`src/rtl/sad_pkg.sv`:
```
// Shared definitions for the sum-of-absolute-differences block controller:
// FSM state encoding and the default block size / result width.
package sad_pkg;

    typedef enum logic [1:0] {
        IDLE = 2'd0,
        RUN  = 2'd1,
        DONE = 2'd2
    } state_t;

    // Default number of operand pairs per block.
    localparam int N_DEF     = 8;
    // Default accumulator/result width; 15*N_DEF must fit.
    localparam int SUM_W_DEF = 8;

endpackage

```
`src/rtl/abs_dif.sv`:
```
// Unsigned 4-bit absolute difference |aIn - bIn|.
module abs_dif (
    input  logic [3:0] aIn,
    input  logic [3:0] bIn,
    output logic [3:0] out
);

    // Subtract the smaller operand from the larger so the result is never negative.
    always_comb begin
        if (aIn >= bIn) begin
            out = aIn - bIn;
        end else begin
            out = bIn - aIn;
        end
    end

endmodule

```
`src/rtl/sad_ctrl.sv`:
```
// Block controller that accumulates |a-b| over N accepted operand pairs and
// publishes the total on sum_out with a one-cycle done pulse.
module sad_ctrl
    import sad_pkg::*;
#(
    parameter int N     = N_DEF,
    parameter int SUM_W = SUM_W_DEF
) (
    input  logic             clk,
    input  logic             rst_n,
    input  logic             start,
    input  logic             in_valid,
    output logic             in_ready,
    input  logic [3:0]       a_in,
    input  logic [3:0]       b_in,
    output logic [SUM_W-1:0] sum_out,
    output logic             done,
    output logic             busy
);

    localparam int CNT_W = $clog2(N);
    localparam logic [CNT_W-1:0] LAST_CNT = CNT_W'(N - 1);

    state_t             state_r;
    state_t             state_nxt;
    logic [SUM_W-1:0]   acc_r;
    logic [SUM_W-1:0]   acc_nxt;
    logic [CNT_W-1:0]   cnt_r;
    logic [CNT_W-1:0]   cnt_nxt;
    logic [SUM_W-1:0]   sum_r;
    logic [SUM_W-1:0]   sum_nxt;
    logic               in_ready_r;
    logic               busy_r;
    logic               done_r;
    logic [3:0]         abs_s;
    logic [SUM_W-1:0]   abs_ext_s;
    logic [SUM_W-1:0]   acc_add_s;
    logic               accept_s;

    // The single absolute-difference unit shared by every accept.
    abs_dif u_abs_dif (
        .aIn (a_in),
        .bIn (b_in),
        .out (abs_s)
    );

    assign abs_ext_s = {{(SUM_W-4){1'b0}}, abs_s};
    assign acc_add_s = acc_r + abs_ext_s;
    // in_ready_r mirrors state_r == RUN, so this is the handshake as seen outside.
    assign accept_s  = in_valid && in_ready_r;

    // Next-state, accumulator, counter and result update rules.
    always_comb begin
        state_nxt = state_r;
        acc_nxt   = acc_r;
        cnt_nxt   = cnt_r;
        sum_nxt   = sum_r;
        case (state_r)
            IDLE: begin
                if (start) begin
                    state_nxt = RUN;
                    acc_nxt   = '0;
                    cnt_nxt   = '0;
                end else begin
                    state_nxt = IDLE;
                end
            end
            RUN: begin
                if (accept_s) begin
                    acc_nxt = acc_add_s;
                    if (cnt_r == LAST_CNT) begin
                        // Final pair: publish the total; the counter is left
                        // at N-1 and only restarts through the clear on start.
                        state_nxt = DONE;
                        sum_nxt   = acc_add_s;
                    end else begin
                        cnt_nxt = cnt_r + CNT_W'(1);
                    end
                end else begin
                    state_nxt = RUN;
                end
            end
            DONE: begin
                // start is deliberately not looked at here.
                state_nxt = IDLE;
            end
            default: begin
                state_nxt = IDLE;
            end
        endcase
    end

    // State, datapath and registered status outputs.
    always_ff @(posedge clk or negedge rst_n) begin
        if (!rst_n) begin
            state_r    <= IDLE;
            acc_r      <= '0;
            cnt_r      <= '0;
            sum_r      <= '0;
            in_ready_r <= 1'b0;
            busy_r     <= 1'b0;
            done_r     <= 1'b0;
        end else begin
            state_r    <= state_nxt;
            acc_r      <= acc_nxt;
            cnt_r      <= cnt_nxt;
            sum_r      <= sum_nxt;
            in_ready_r <= (state_nxt == RUN);
            busy_r     <= (state_nxt == RUN) || (state_nxt == DONE);
            done_r     <= (state_nxt == DONE);
        end
    end

    assign in_ready = in_ready_r;
    assign busy     = busy_r;
    assign done     = done_r;
    assign sum_out  = sum_r;

endmodule

```
`config.mk`:
```
export PLATFORM = sky130hd
export DESIGN_NAME = sad_ctrl
export DESIGN_NICKNAME = d
export VERILOG_FILES = /design/src/rtl/sad_pkg.sv /design/src/rtl/abs_dif.sv /design/src/rtl/sad_ctrl.sv
export SDC_FILE = /design/constraint.sdc
export NUM_CORES = 1
export LEC_CHECK = 0
export CAP_MARGIN = 20
export CORE_MARGIN = 2
export CORE_UTILIZATION = 49
export CTS_CLUSTER_SIZE = 28
export DETAILED_ROUTE_END_ITERATION = 7
export GPL_TIMING_DRIVEN = 0
export HOLD_SLACK_MARGIN = 0.12
export MAX_ROUTING_LAYER = met4
export PLACE_DENSITY = 0.83
export SLEW_MARGIN = 40
export SYNTH_ARGS = -nofsm -noshare
export SYNTH_HDL_FRONTEND = slang
export SYNTH_HIERARCHICAL = 1
export SYNTH_SLANG_ARGS = --single-unit
```
`constraint.sdc`:
```
create_clock -name clk -period 1.67 [get_ports clk]
set_input_delay 0.334 -clock clk [delete_from_list [all_inputs] [get_ports clk]]
set_output_delay 0.334 -clock clk [all_outputs]
set_load 0.1 [all_outputs]
```
==> results.md <==
- **status** complete, but fails checks
- **failing checks** negative setup slack
- **sequential-to-total area share from yosys stat** 37.5%
- **floorplan die width** 61.1 um
- **area of the die** 3740 um2
- **DR WL/cell** 16.0 um
- **number of enable flip-flop cells after synthesis** 0
- **buffers plus inverters on the worst setup path** 3
- **via count of the first global-routing pass** 1456
- **post-route standard cell area excluding fillers** 2320 um2
- **P&R area growth vs syn** 45.2%
- **number of nets in the synthesized netlist** 193
- **Final Critical Period** 2.55 ns
- **endpoint required time on the critical path** 1.91 ns
- **buffers added on ports** 22
- **hold violation count in the final report** 0
- **total count of max-transition violations in the final report** 0
- **routability cong.** 0.930
- **post-synth top area cell** sky130_fd_sc_hd__dfrtp_1
- **Primary FF master, synth** sky130_fd_sc_hd__dfrtp_1
- **final count of negative-setup-slack endpoints** 14
- **worst-case reg-to-reg path depth** 7
- **maximum VDD drop** 1.25 mV
- **CP startpoint** a_in[0]
- **violation count after the first detailed-routing iteration** 47
- **sinks on the clock net** 24
- **post-synthesis register bit count** 24
- **Clock Tree Root** sky130_fd_sc_hd__clkbuf_4
- **portion of synthesized cell area occupied by the leading cell type** 37.5%
- **total DRC errors in the routed layout** 0
- **Worst path max stage delay** 0.34 ns
- **Reg-to-Reg Start** acc_r[0]
- **final setup slack of the worst path** -0.880 ns
- **number of placement rows** 20
- **number of nets with antenna violations after detailed routing** 0
- **Net count, final** 242
- **type of the worst setup path** primary input to flop
- **core footprint** 3080 um2
- **post-route fraction of the period consumed by the critical path** 153%
- **leading cell types by count after synthesis** 24 x sky130_fd_sc_hd__dfrtp_1, 20 x sky130_fd_sc_hd__inv_1, 15 x sky130_fd_sc_hd__ha_1, 15 x sky130_fd_sc_hd__nand2_1, 12 x sky130_fd_sc_hd__o21ai_0
- **Routed met2 length** 2.25 mm
- **met3 routed WL** 124 um
- **ordered list of cells on the worst path** buf_8, inv_8, ha_4, fa_2, a21boi_4, buf_6, o2111a_1, nor4_2, ha_1, o21a_4, a21o_1, and3_4, o31ai_4
- **number of buffers created by CTS** 3
- **total number of H-tree levels** 1
- **via count** 1414
- **CTS tree** yes
- **Max-Cap Viols** 0
- **estimated wirelength of the detail-placed design** 2.48 mm
- **Max Fanout on Critical Path** 3
- **cell leakage power** 0.00107 uW
- **cell with the most instances after synthesis** sky130_fd_sc_hd__dfrtp_1
- **Critical Path Start Type** primary input
- **first-pass iteration count of the detailed router** 4
- **yosys synthesis warning count** 6
- **end of the critical path** sum_out[5]
- **clk slew on worst S/H paths** 0.13 ns
- **actual slew at the worst max-slew pin** 0.542 ns
- **RSZ-0062 raised after global routing** yes
- **layout cell share with drive strength beyond 1** 44.5%
- **Async SR Flop Fraction** 100%
- **met1 wire length** 1.61 mm
- **IO Count** 23
- **R2R Setup Slk** -0.15 ns
- **CP endpoint kind** flop
- **Mapped Avg Cell Area** 9.82 um2
- **Overall Power** 4370 uW
- **CP max stage cell** sky130_fd_sc_hd__fa_2
- **final clock skew** 0.00608 ns
- **cell area after synthesis** 1600 um2
- **overall routed net length** 4.07 mm
- **worst endpoint data arrival time** 2.79 ns
- **top layer in use** met4
- **Max-slew headroom** 63.8%
- **synth unique cells** 48
- **total number of cells along the worst setup path** 13
- **clk buf depth** 2
- **fill count** 211
- **wire length of the first global-routing pass** 6.60 mm
- **starting density of the core** 52.0%
- **overflow left after global routing** 0
- **number of inserted diodes** 0
- **GRT Resource Usage Total** 24.9%
- **classification of the worst-slack hold path** flop to flop
- **Via density** 5.55
- **biggest area contributors in the synthesized netlist** sky130_fd_sc_hd__dfrtp_1 38%, sky130_fd_sc_hd__ha_1 12%, sky130_fd_sc_hd__inv_1 4.7%
- **Reg2Reg Capture Point** acc_r[6]
- **cell count after synthesis** 163
- **antenna violations before repair** 0
- **clock latency on the worst-skew pair** 0.32 ns
- **maximum clock frequency** 0.392 GHz
- **pin count of the biggest net entering global routing** 25
- **pwr dens** 1880 nW/um2
- **DIE HEIGHT** 61.1 um
- **kind of cell adding the most delay to the critical path** compound AO/OA/AOI/OAI gates
- **Placed Area** 1860 um2
## layer usage
layer | vias to the layer above | GRT usage, %
li1 | 680 | -
met5 | - | -
met3 | 10 | 2.31
met4 | 0 | 9.01
met2 | 34 | 46.8
met1 | 690 | 26.8
## layout by cell type (no fill, tap or decap), drive strengths merged, types with 3 or more instances in the layout
cell / Yosys / routed
mux2i: 5 / 5
nor2b: 3 / 3
nand2: 17 / 17
o31ai: 6 / 6
buf: 2 / 39
nand3: 3 / 3
dfrtp: 24 / 24
dlygate4sd2: 0 / 3
fa: 3 / 3
inv: 20 / 20
clkbuf: 2 / 6
o21ai: 13 / 13
a21boi: 3 / 3
a31oi: 3 / 3
ha: 15 / 15
nor2: 5 / 5
a21oi: 9 / 9
## worst min path at each step
stage / start / end / slack, ns / cells past startpoint
floorplan: rst_n / acc_r[0] / 0.04 / 0
finish: sum_out[4] / sum_out[4] / 0.50 / 2
global route: sum_out[6] / sum_out[6] / 0.53 / 2
CTS: sum_out[6] / sum_out[6] / 0.50 / 2
global placement: sum_out[0] / sum_out[0] / 0.47 / 2
detailed placement: rst_n / sum_out[4] / 0.34 / 1
## worst reg2reg max path, stage by stage, from the launching register on
cell	delay [ns]
sky130_fd_sc_hd__dfrtp_1	0.38
sky130_fd_sc_hd__ha_1	0.21
sky130_fd_sc_hd__inv_1	0.08
sky130_fd_sc_hd__fa_2	0.40
sky130_fd_sc_hd__nor2b_4	0.16
sky130_fd_sc_hd__o21a_1	0.20
sky130_fd_sc_hd__o2111ai_2	0.15
sky130_fd_sc_hd__mux2i_1	0.15
## area by class of cell
type	count	area (um2)	area share [%]
Inverter	20	85.1	3.66
Multi-Input combinational cell	115	1170	50.3
Sequential cell	24	602	25.9
Timing Repair Buffer	44	345	14.9
Buffer	4	31.3	1.35
Tap cell	44	55.1	2.37
Clock buffer	4	36.3	1.56
## timing repair
item	in CTS	in global routing
endpoints found under the setup margin	15	15
hold endpoints to repair	24	0
hold buffers	1	0
gates resized for setup	71	16
buffers inserted	16	6
pin swaps	32	13
## flip-flops by register name (all words and copies together) (netlist names)
name,cells
done,1
busy,1
cnt_r,3
acc_r,8
in_ready,1
sum_out,8
state_r,2
## report_power, final
part           leakage (uW)  total [uW]  internal (uW)  switching, uW
Clock             0.0000210         315            133            182
Sequential         0.000294        1020            832            188
Combinational      0.000760        3030           1130           1900
Total               0.00107        4370           2100           2270
## through the flow
step	setup WS, ns	hold slack, ns	utilization (%)	setup TNS, ns	std cells
final	-0.880	0.498	75.5	-10.06	255
after detailed placement	-1.79	0.344	60.3	-23.52	229
after floorplan	-0.933	0.0384	-	-10.96	163
after CTS	-0.844	0.500	71.4	-9.62	250
after global routing	-0.928	0.526	75.5	-11.08	255
after global placement	-1.73	0.467	62.2	-23.56	229
## cell families (layout without fill, tap and decap cells)
group / after synthesis / count (layout) / synth area share, %
AOI/OAI and AO/OA: 50 / 50 / 22.2
xor gates and xnor gates: 2 / 2 / 1.09
adders and majority gates: 18 / 18 / 15.5
buffers and inverters: 24 / 72 / 6.65
DFF: 24 / 24 / 37.5
muxes: 6 / 6 / 4.07
and+or+nand+nor: 39 / 39 / 13.0
Note: power is estimated with default switching activity, not from simulation.
